--- config.mk ---
export PLATFORM = sky130hd
export DESIGN_NAME = gbt_tx_framer
export DESIGN_NICKNAME = d
export VERILOG_FILES = /design/src/rtl/gbt_pkg.sv /design/src/rtl/gbt_tx_framer.sv
export SDC_FILE = /design/constraint.sdc
export NUM_CORES = 1
export LEC_CHECK = 0
export ABC_CLOCK_PERIOD_IN_PS = 2200
export CORE_ASPECT_RATIO = 1.75
export CORE_UTILIZATION = 50
export CTS_BUF_LIST = sky130_fd_sc_hd__clkbuf_4 sky130_fd_sc_hd__clkbuf_8 sky130_fd_sc_hd__clkbuf_16
export CTS_CLUSTER_SIZE = 20
export DETAILED_ROUTE_END_ITERATION = 12
export PLACE_DENSITY_LB_ADDON = 0.25
export SETUP_SLACK_MARGIN = 0.5
export SYNTH_ARGS = -nofsm -noshare
export SYNTH_HDL_FRONTEND = slang
export SYNTH_SLANG_ARGS = --single-unit
export TNS_END_PERCENT = 10
--- constraint.sdc ---
create_clock -name clk -period 2.2 [get_ports clk]
set_input_delay 0.66 -clock clk [delete_from_list [all_inputs] [get_ports clk]]
set_output_delay 0.66 -clock clk [all_outputs]
set_load 0.01 [all_outputs]
--- src/rtl/gbt_pkg.sv ---
// ============================================================================
// Module      : gbt_pkg
// Description : Shared widths, frame headers and framer state encoding.
// Revision    : 1.0 - initial release
// ============================================================================
`default_nettype none

package gbt_pkg;

    localparam int GBT_WORD_W    = 16;
    localparam int GBT_SLOTS     = 5;
    localparam int GBT_PAYLOAD_W = GBT_WORD_W * GBT_SLOTS;

    localparam logic [3:0] HDR_DATA = 4'b0101;
    localparam logic [3:0] HDR_IDLE = 4'b0110;

    typedef enum logic [0:0] {
        ST_IDLE = 1'b0,
        ST_FILL = 1'b1
    } gbt_state_e;

endpackage

`default_nettype wire

--- src/rtl/gbt_tx_framer.sv ---
// ============================================================================
// Module      : gbt_tx_framer
// Description : Packs 16-bit upstream words into 5-slot GBT frames, padding
//               and flushing on packet end, idle timeout or enable drop.
// Revision    : 1.0 - initial release
// ============================================================================
`default_nettype none

module gbt_tx_framer #(
    parameter logic [15:0] PAD_WORD = 16'hA5A5,
    parameter int          TIMEOUT  = 16,
    parameter logic [3:0]  HDR_DATA = gbt_pkg::HDR_DATA,
    parameter logic [3:0]  HDR_IDLE = gbt_pkg::HDR_IDLE
) (
    input  logic        clk,
    input  logic        rst,
    input  logic        i_en,
    input  logic [15:0] i_din,
    input  logic        i_din_vld,
    input  logic        i_din_last,
    output logic        o_din_rdy,
    output logic [3:0]  o_tx_hdr,
    output logic [79:0] o_tx_data,
    output logic        o_tx_vld,
    output logic        o_tx_eop,
    output logic [15:0] o_frm_cnt
);

    import gbt_pkg::*;

    localparam logic [7:0]  c_TIMEOUT   = 8'(TIMEOUT);
    localparam logic [2:0]  c_LAST_SLOT = 3'(GBT_SLOTS - 1);
    localparam logic [79:0] c_IDLE_DATA = {GBT_SLOTS{PAD_WORD}};

    gbt_state_e  r_state;
    gbt_state_e  w_state_nxt;
    logic [2:0]  r_cnt;
    logic [2:0]  w_cnt_nxt;
    logic [15:0] r_slot [GBT_SLOTS];
    logic [7:0]  r_timer;
    logic        w_xfer;
    logic        w_emit;
    logic        w_eop;
    logic [79:0] w_frame;

    logic [3:0]  r_tx_hdr;
    logic [79:0] r_tx_data;
    logic        r_tx_vld;
    logic        r_tx_eop;
    logic [15:0] r_frm_cnt;

    assign o_din_rdy = i_en && !rst;
    assign w_xfer    = i_din_vld && o_din_rdy;

    always_comb begin
        w_state_nxt = r_state;
        w_cnt_nxt   = r_cnt;
        w_emit      = 1'b0;
        w_eop       = 1'b0;
        case (r_state)
            ST_IDLE: begin
                if (w_xfer) begin
                    if (i_din_last) begin
                        w_emit = 1'b1;
                        w_eop  = 1'b1;
                    end else begin
                        w_state_nxt = ST_FILL;
                        w_cnt_nxt   = 3'd1;
                    end
                end
            end
            ST_FILL: begin
                if (w_xfer) begin
                    if (i_din_last || (r_cnt == c_LAST_SLOT)) begin
                        w_emit      = 1'b1;
                        w_eop       = i_din_last;
                        w_state_nxt = ST_IDLE;
                        w_cnt_nxt   = 3'd0;
                    end else begin
                        w_cnt_nxt = r_cnt + 3'd1;
                    end
                end else if (!i_en || (r_timer == c_TIMEOUT)) begin
                    // Flush without end-of-packet: enable dropped or stream went quiet.
                    w_emit      = 1'b1;
                    w_state_nxt = ST_IDLE;
                    w_cnt_nxt   = 3'd0;
                end
            end
            default: begin
                w_state_nxt = ST_IDLE;
                w_cnt_nxt   = 3'd0;
            end
        endcase
    end

    // Held slots below the count, the word arriving now at the count, pads beyond.
    always_comb begin
        w_frame = c_IDLE_DATA;
        for (int i = 0; i < GBT_SLOTS; i++) begin
            if (i < int'(r_cnt)) begin
                w_frame[(GBT_SLOTS-1-i)*GBT_WORD_W +: GBT_WORD_W] = r_slot[i];
            end else if ((i == int'(r_cnt)) && w_xfer) begin
                w_frame[(GBT_SLOTS-1-i)*GBT_WORD_W +: GBT_WORD_W] = i_din;
            end
        end
    end

    always_ff @(posedge clk) begin
        if (rst) begin
            r_state <= ST_IDLE;
            r_cnt   <= 3'd0;
            r_timer <= 8'd0;
            for (int i = 0; i < GBT_SLOTS; i++) begin
                r_slot[i] <= 16'd0;
            end
        end else begin
            r_state <= w_state_nxt;
            r_cnt   <= w_cnt_nxt;
            if (w_xfer) begin
                r_slot[r_cnt] <= i_din;
            end
            if (w_xfer || (w_state_nxt == ST_IDLE)) begin
                r_timer <= 8'd0;
            end else begin
                r_timer <= r_timer + 8'd1;
            end
        end
    end

    always_ff @(posedge clk) begin
        if (rst) begin
            r_tx_vld  <= 1'b0;
            r_tx_eop  <= 1'b0;
            r_tx_hdr  <= HDR_IDLE;
            r_tx_data <= c_IDLE_DATA;
            r_frm_cnt <= 16'd0;
        end else begin
            r_tx_vld  <= w_emit;
            r_tx_eop  <= w_eop;
            r_tx_hdr  <= w_emit ? HDR_DATA : HDR_IDLE;
            r_tx_data <= w_emit ? w_frame : c_IDLE_DATA;
            r_frm_cnt <= r_frm_cnt + 16'(r_tx_vld);
        end
    end

    assign o_tx_hdr  = r_tx_hdr;
    assign o_tx_data = r_tx_data;
    assign o_tx_vld  = r_tx_vld;
    assign o_tx_eop  = r_tx_eop;
    assign o_frm_cnt = r_frm_cnt;

endmodule

`default_nettype wire

Word-level counts from Yosys, hierarchy flattened
Memory sizes are Yosys's and may differ from the RTL's.
Index checks and enable logic that the tools add are counted.
{ "totals": {"in_bits": 21, "word_cells": 86, "memories": 1, "out_inout_bits": 103, "reg_bits": 114, "mem_bits_rw": 80} }
{ "mem_list": {"columns": ["name", "words", "width", "read_ports", "rd_clocked_by_memory_dff", "wr", "line", "source"], "rows": [
  ["r_slot", 5, 16, 5, 0, 5, "gbt_tx_framer.sv:39", "logic [15:0] r_slot [GBT_SLOTS];"]
]} }
{ "op_classes": {"n_eq_ne": 9, "bitwise": 3, "n_lt_le_gt_ge": 5, "muxes": 40, "addsub": 3, "reduce_logical": 17} }
{ "ops": {"columns": ["operator", "n"], "rows": [
  ["16-bit 2-to-1 mux", 11],
  ["1-bit 2-to-1 mux", 18],
  ["3-bit 2-to-1 mux", 6],
  ["16-bit by 1-bit adder with 16-bit output", 1],
  ["16-bit OR reduction", 1],
  ["3-bit equality test (first input constant)", 3],
  ["8-bit by 1-bit adder with 8-bit output (second input constant)", 1],
  ["8-bit by 5-bit equality test with 1-bit output (second input constant)", 1],
  ["1-bit logical AND", 7],
  ["1-bit by 3-bit less-than comparator with 1-bit output (first input constant)", 2],
  ["2-bit by 3-bit less-than comparator with 1-bit output (first input constant)", 2],
  ["1-bit case mux with 2 select lines", 3],
  ["3-bit case mux with 2 select lines", 1],
  ["2-bit inequality test (second input constant)", 2],
  ["2-bit OR reduction", 2],
  ["3-bit by 1-bit adder with 3-bit output (second input constant)", 1],
  ["2-bit by 3-bit equality test with 1-bit output (first input constant)", 1],
  ["3-bit equality test (second input constant)", 1],
  ["3-bit logical NOT", 1],
  ["1-bit logical OR", 3],
  ["3-bit less-than comparator (first input constant)", 1],
  ["3-bit by 1-bit inequality test with 1-bit output (second input constant)", 1],
  ["1-bit NOT", 3],
  ["3-bit AND reduction", 1],
  ["other kinds (2)", 3]
]} }

Longest topological paths before layout
Gate-level depths: netlist (run 1).
{ "logic_depth": {"depth_word": 8, "mapped_depth": 9, "depth_no_buf": 7} }

Worst setup path after synthesis (run 1)
OpenSTA, ideal clock, no wires.
{ "synth_timing": {"path_kind": "input -> register", "start": "in rst", "end": "mem r_slot[0][0], enable pin", "t_arrival_ns": 1.623, "stages": 4, "slack_ns": 0.210, "path_cell_list": "and3b_1 -> buf_2 -> clkbuf_1 -> a21o_1"} }
{ "synth_lines": {"columns": ["element", "line", "source"], "rows": [
  ["from (decl)", "gbt_tx_framer.sv:16", "input logic rst,"],
  ["to (decl)", "gbt_tx_framer.sv:39", null]
]} }

Final worst setup path (run 1)
{ "layout_timing": {"start": "reg r_timer[0]", "end": "reg r_tx_data[11] (netlist: o_tx_data[11])"} }
{ "layout_between": {"elab_chain_cells": 7} }
{ "layout_lines": {"columns": ["element", "line", "source"], "rows": [
  ["from (decl)", "gbt_tx_framer.sv:40", "logic [7:0] r_timer;"],
  ["from (signal assigned)", "gbt_tx_framer.sv:125", "r_timer <= r_timer + 8'd1;"],
  ["8-bit by 5-bit equality test with 1-bit output", "gbt_tx_framer.sv:82", "end else if (!i_en || (r_timer == c_TIMEOUT)) begin"],
  ["1-bit logical OR", "gbt_tx_framer.sv:82", null],
  ["1-bit 2-to-1 mux", "gbt_tx_framer.sv:82", null],
  ["1-bit 2-to-1 mux", "gbt_tx_framer.sv:73", "if (w_xfer) begin"],
  ["1-bit case mux with 2 select lines", "gbt_tx_framer.sv:60", "case (r_state)"],
  ["1-bit NOT (no source line)", null, null],
  ["2-bit OR reduction (no source line)", null, null],
  ["to (signal assigned)", "gbt_tx_framer.sv:135", "r_tx_data <= c_IDLE_DATA;"],
  ["to (signal assigned)", "gbt_tx_framer.sv:141", "r_tx_data <= w_emit ? w_frame : c_IDLE_DATA;"],
  ["to (decl)", "gbt_tx_framer.sv:47", "logic [79:0] r_tx_data;"]
]} }
No other way between the ends.
A chain may end at the register's enable or synchronous reset.

==> results of run 1 <==
[synth_stat cells (all sizes together) (3+ instances only)]
| master | n |
|---|---|
| clkbuf | 18 |
| a21oi | 9 |
| nand4 | 6 |
| and3 | 28 |
| a22oi | 40 |
| inv | 8 |
| o21ai | 7 |
| o22ai | 40 |
| xnor2 | 7 |
| nor2b | 3 |
| nand2 | 50 |
| edfxtp | 80 |
| and2 | 66 |
| nand3 | 16 |
| xor2 | 10 |
| or2 | 4 |
| dfxtp | 111 |
| ha | 9 |
| nor2 | 63 |
| buf | 37 |
[critical path, stage by stage, from the launching register on]
cell       delay [ps]
dfxtp_4           350
inv_2              60
ha_4              110
or4b_4            480
o2111ai_4         260
o21ai_4           140
buf_12            150
buf_12            130
clkbuf_16         160
nor2_1             70
[state kept, by name, summed over array words and instances (netlist names)]
signal and cells:
o_frm_cnt 16, r_state 1, o_tx_data 80, o_tx_eop 1, r_timer 8, r_slot 80
r_cnt 3, o_tx_hdr 2
[layer usage]
metal  up-vias  track usage, %
li1       2496               -
met1      2522            23.2
met2       173            44.9
met3        48            4.57
met4         0            12.0
met5         -               0
[power groups by stage]
stage,logic [mW],registers (mW),clock network [mW]
after floorplan,0.145,3.84,0
after global placement,0.253,3.84,0
after detailed placement,0.260,3.85,0
after CTS,0.315,3.76,2.89
after global routing,0.354,3.77,3.05
final,0.336,3.76,2.87
[final timing paths]
check	from	end	slack [ps]
worst max-delay path	r_timer[0]	o_tx_data[11]	210
worst min register to register	r_slot[4][15]	o_tx_data[15]	480
worst max register to register	r_timer[0]	o_tx_data[11]	210
worst min-delay path	r_slot[4][15]	o_tx_data[15]	480
[area by class of cell]
type | instances | area [µm²] | area share, %
clock buffers | 17 | 425 | 4.27
clock inverters | 14 | 134 | 1.34
inverters | 8 | 35.0 | 0.351
multi-input cells | 382 | 2630 | 26.3
flip-flops and latches | 191 | 4650 | 46.7
well taps | 177 | 221 | 2.22
repair buffers | 171 | 1870 | 18.8
[logic make-up (layout without fill, tap and decap cells)]
| group | after synthesis | in the layout | share of synthesized area [%] |
|---|---|---|---|
| simple gates | 252 | 252 | 18.4 |
| flops | 191 | 191 | 63.8 |
| compound gates | 102 | 102 | 9.87 |
| buf+inv | 63 | 210 | 4.31 |
| xor+xnor | 17 | 17 | 2.05 |
| fa+ha+maj | 9 | 9 | 1.55 |
| other cells | 2 | 2 | 0.104 |
[metrics by stage]
stage | util, % | instances
after CTS | 69.0 | 955
final | 70.9 | 960
after floorplan | - | 636
after global placement | 61.9 | 909
after global routing | 70.9 | 960
after detailed placement | 61.9 | 909
[repair_timing]
action / CTS / global route
endpoints found under the setup margin: 358 / 356
gates resized for setup: 113 / 50
gates cloned: 7 / 2
setup buffers: 8 / 3
pin swaps: 8 / 26
==> run summary, run 1 <==
Hold WC Path Type - register to register
Area post-placement - 8690 µm²
Synth Flop Type - dfxtp_1
H-Tree Depth - 4
Area of the die - 15000 µm²
Yosys warnings - 0
First-pass GRT wire length - 26.8 mm
Clk_lat worst skew - 420 ps
Setup-failing EPs final - 0
Via density - 5.46
Synthesized instance count - 636
TritonCTS clock tree - built
Count of cell types in the netlist - 48
Worst Path Max Fanout - 5
Share of cells above drive strength 1 - 23.0%
Initial antenna violation count - 0
Clock Sinks - 191
DP Wirelength - 11.4 mm
M1 WL - 5.95 mm
MaxCap Viol Count - 0
Highest routing layer actually used - met4
Total CTS buffers - 17
Final ANT Viol Nets - 0
Placer congestion estimate - 0.846
Clock root cell - clkbuf_16
WHS Path Cells - 2
Core box area - 14000 µm²
Site Rows - 57
Worst Reg-to-Reg Cells - 9
Worst setup path class - register to register
Logic pwr share - 4.8%
Async SR Flop Fraction - 0%
Net Count, Synth - 666
Tot Pwr - 6.97 mW
Tightest Pin Transition - 912 ps
Synth top area cells - edfxtp_1 33%, dfxtp_1 31%, and2_1 5.7%, a22oi_1 4.1%, o22ai_1 3.5%
Peak Freq - 504 MHz
Setup WS pre-CTS - -281 ps
Worst setup EP type - register
Final WL - 17.4 mm
Area grow syn2layout - 37.4%
Top-area cell type share of the netlist area - 33.1%
Initial drt markers - 244
Area leader, netlist - edfxtp_1
Synthesized area - 7250 µm²
Number of global-route vias before repair - 5275
Fillers - 959
Initial Util - 51.6%
Yosys reg bits - 191
Final Cycle Share - 90.2%
Die Height - 161 µm
DR pass1 iterations - 5
Hold Slack - 484 ps
Aggregate global routing overflow - 0
Commonest non-fill, non-tap cell in the layout - dfxtp_1
Post-route minimum period - 1990 ps
I/O pins - 124
Switching power - 1.61 mW
Sum Neg Setup Slack - 0 ps
Most frequent cells in the layout - 96 x dfxtp_1, 92 x clkdlybuf4s50_1, 80 x edfxtp_1, 65 x and2_1, 40 x nand2_1
Die width - 93.0 µm
Routed WL per cell - 18.2 µm
Crit path required time - 2560 ps
Hold Violations, Final - 0
Syn avg cell area - 11.4 µm²
Max Slew Vio Count - 0
RSZ-0062 raised after global routing - true
Max rail drop VDD - 0.450 mV
Gr usage total - 23.5%
Number of synthesized flops with an enable pin - 80
Fin area - 9970 µm²
Final setup margin - 215 ps
Final layout net count - 801
CTS Buffer Depth - 2
Reg clk slew, reported paths - 70 ps
Status - completed
Max-slew headroom - 38.5%
Met3 Routed Length - 745 µm
Power density over the cells - 700 nW/µm²
Power share of the clock group - 41.2%
CP arrival - 2350 ps
Vias - 5239
# diodes - 0
Clock Skew - 8.84 ps
Largest net degree at the start of global routing - 22
Switching part of the total - 23.0%
Leak - 3.64 nW
Drc violations - 0
CP startpoint kind - register
# port buffers - 121
Met2 Routed Length - 10.0 mm
Register area share after synthesis - 63.8%
Reg power frac - 54.0%
Internal power - 5.37 mW
Cts hold-fix bufs - 0
Power figures use the tool's default switching activity.
==> run 2, diff against run 1 <==
--- a/config.mk
+++ b/config.mk
@@ -11,6 +11,7 @@
 export CTS_BUF_LIST = sky130_fd_sc_hd__clkbuf_4 sky130_fd_sc_hd__clkbuf_8 sky130_fd_sc_hd__clkbuf_16
 export CTS_CLUSTER_SIZE = 20
 export DETAILED_ROUTE_END_ITERATION = 12
+export GPL_ROUTABILITY_DRIVEN = 0
 export PLACE_DENSITY_LB_ADDON = 0.25
 export SETUP_SLACK_MARGIN = 0.5
 export SYNTH_ARGS = -nofsm -noshare
==> results of run 2 <==
Same layout as run 1: the final DEF is identical, and so are final timing and power.
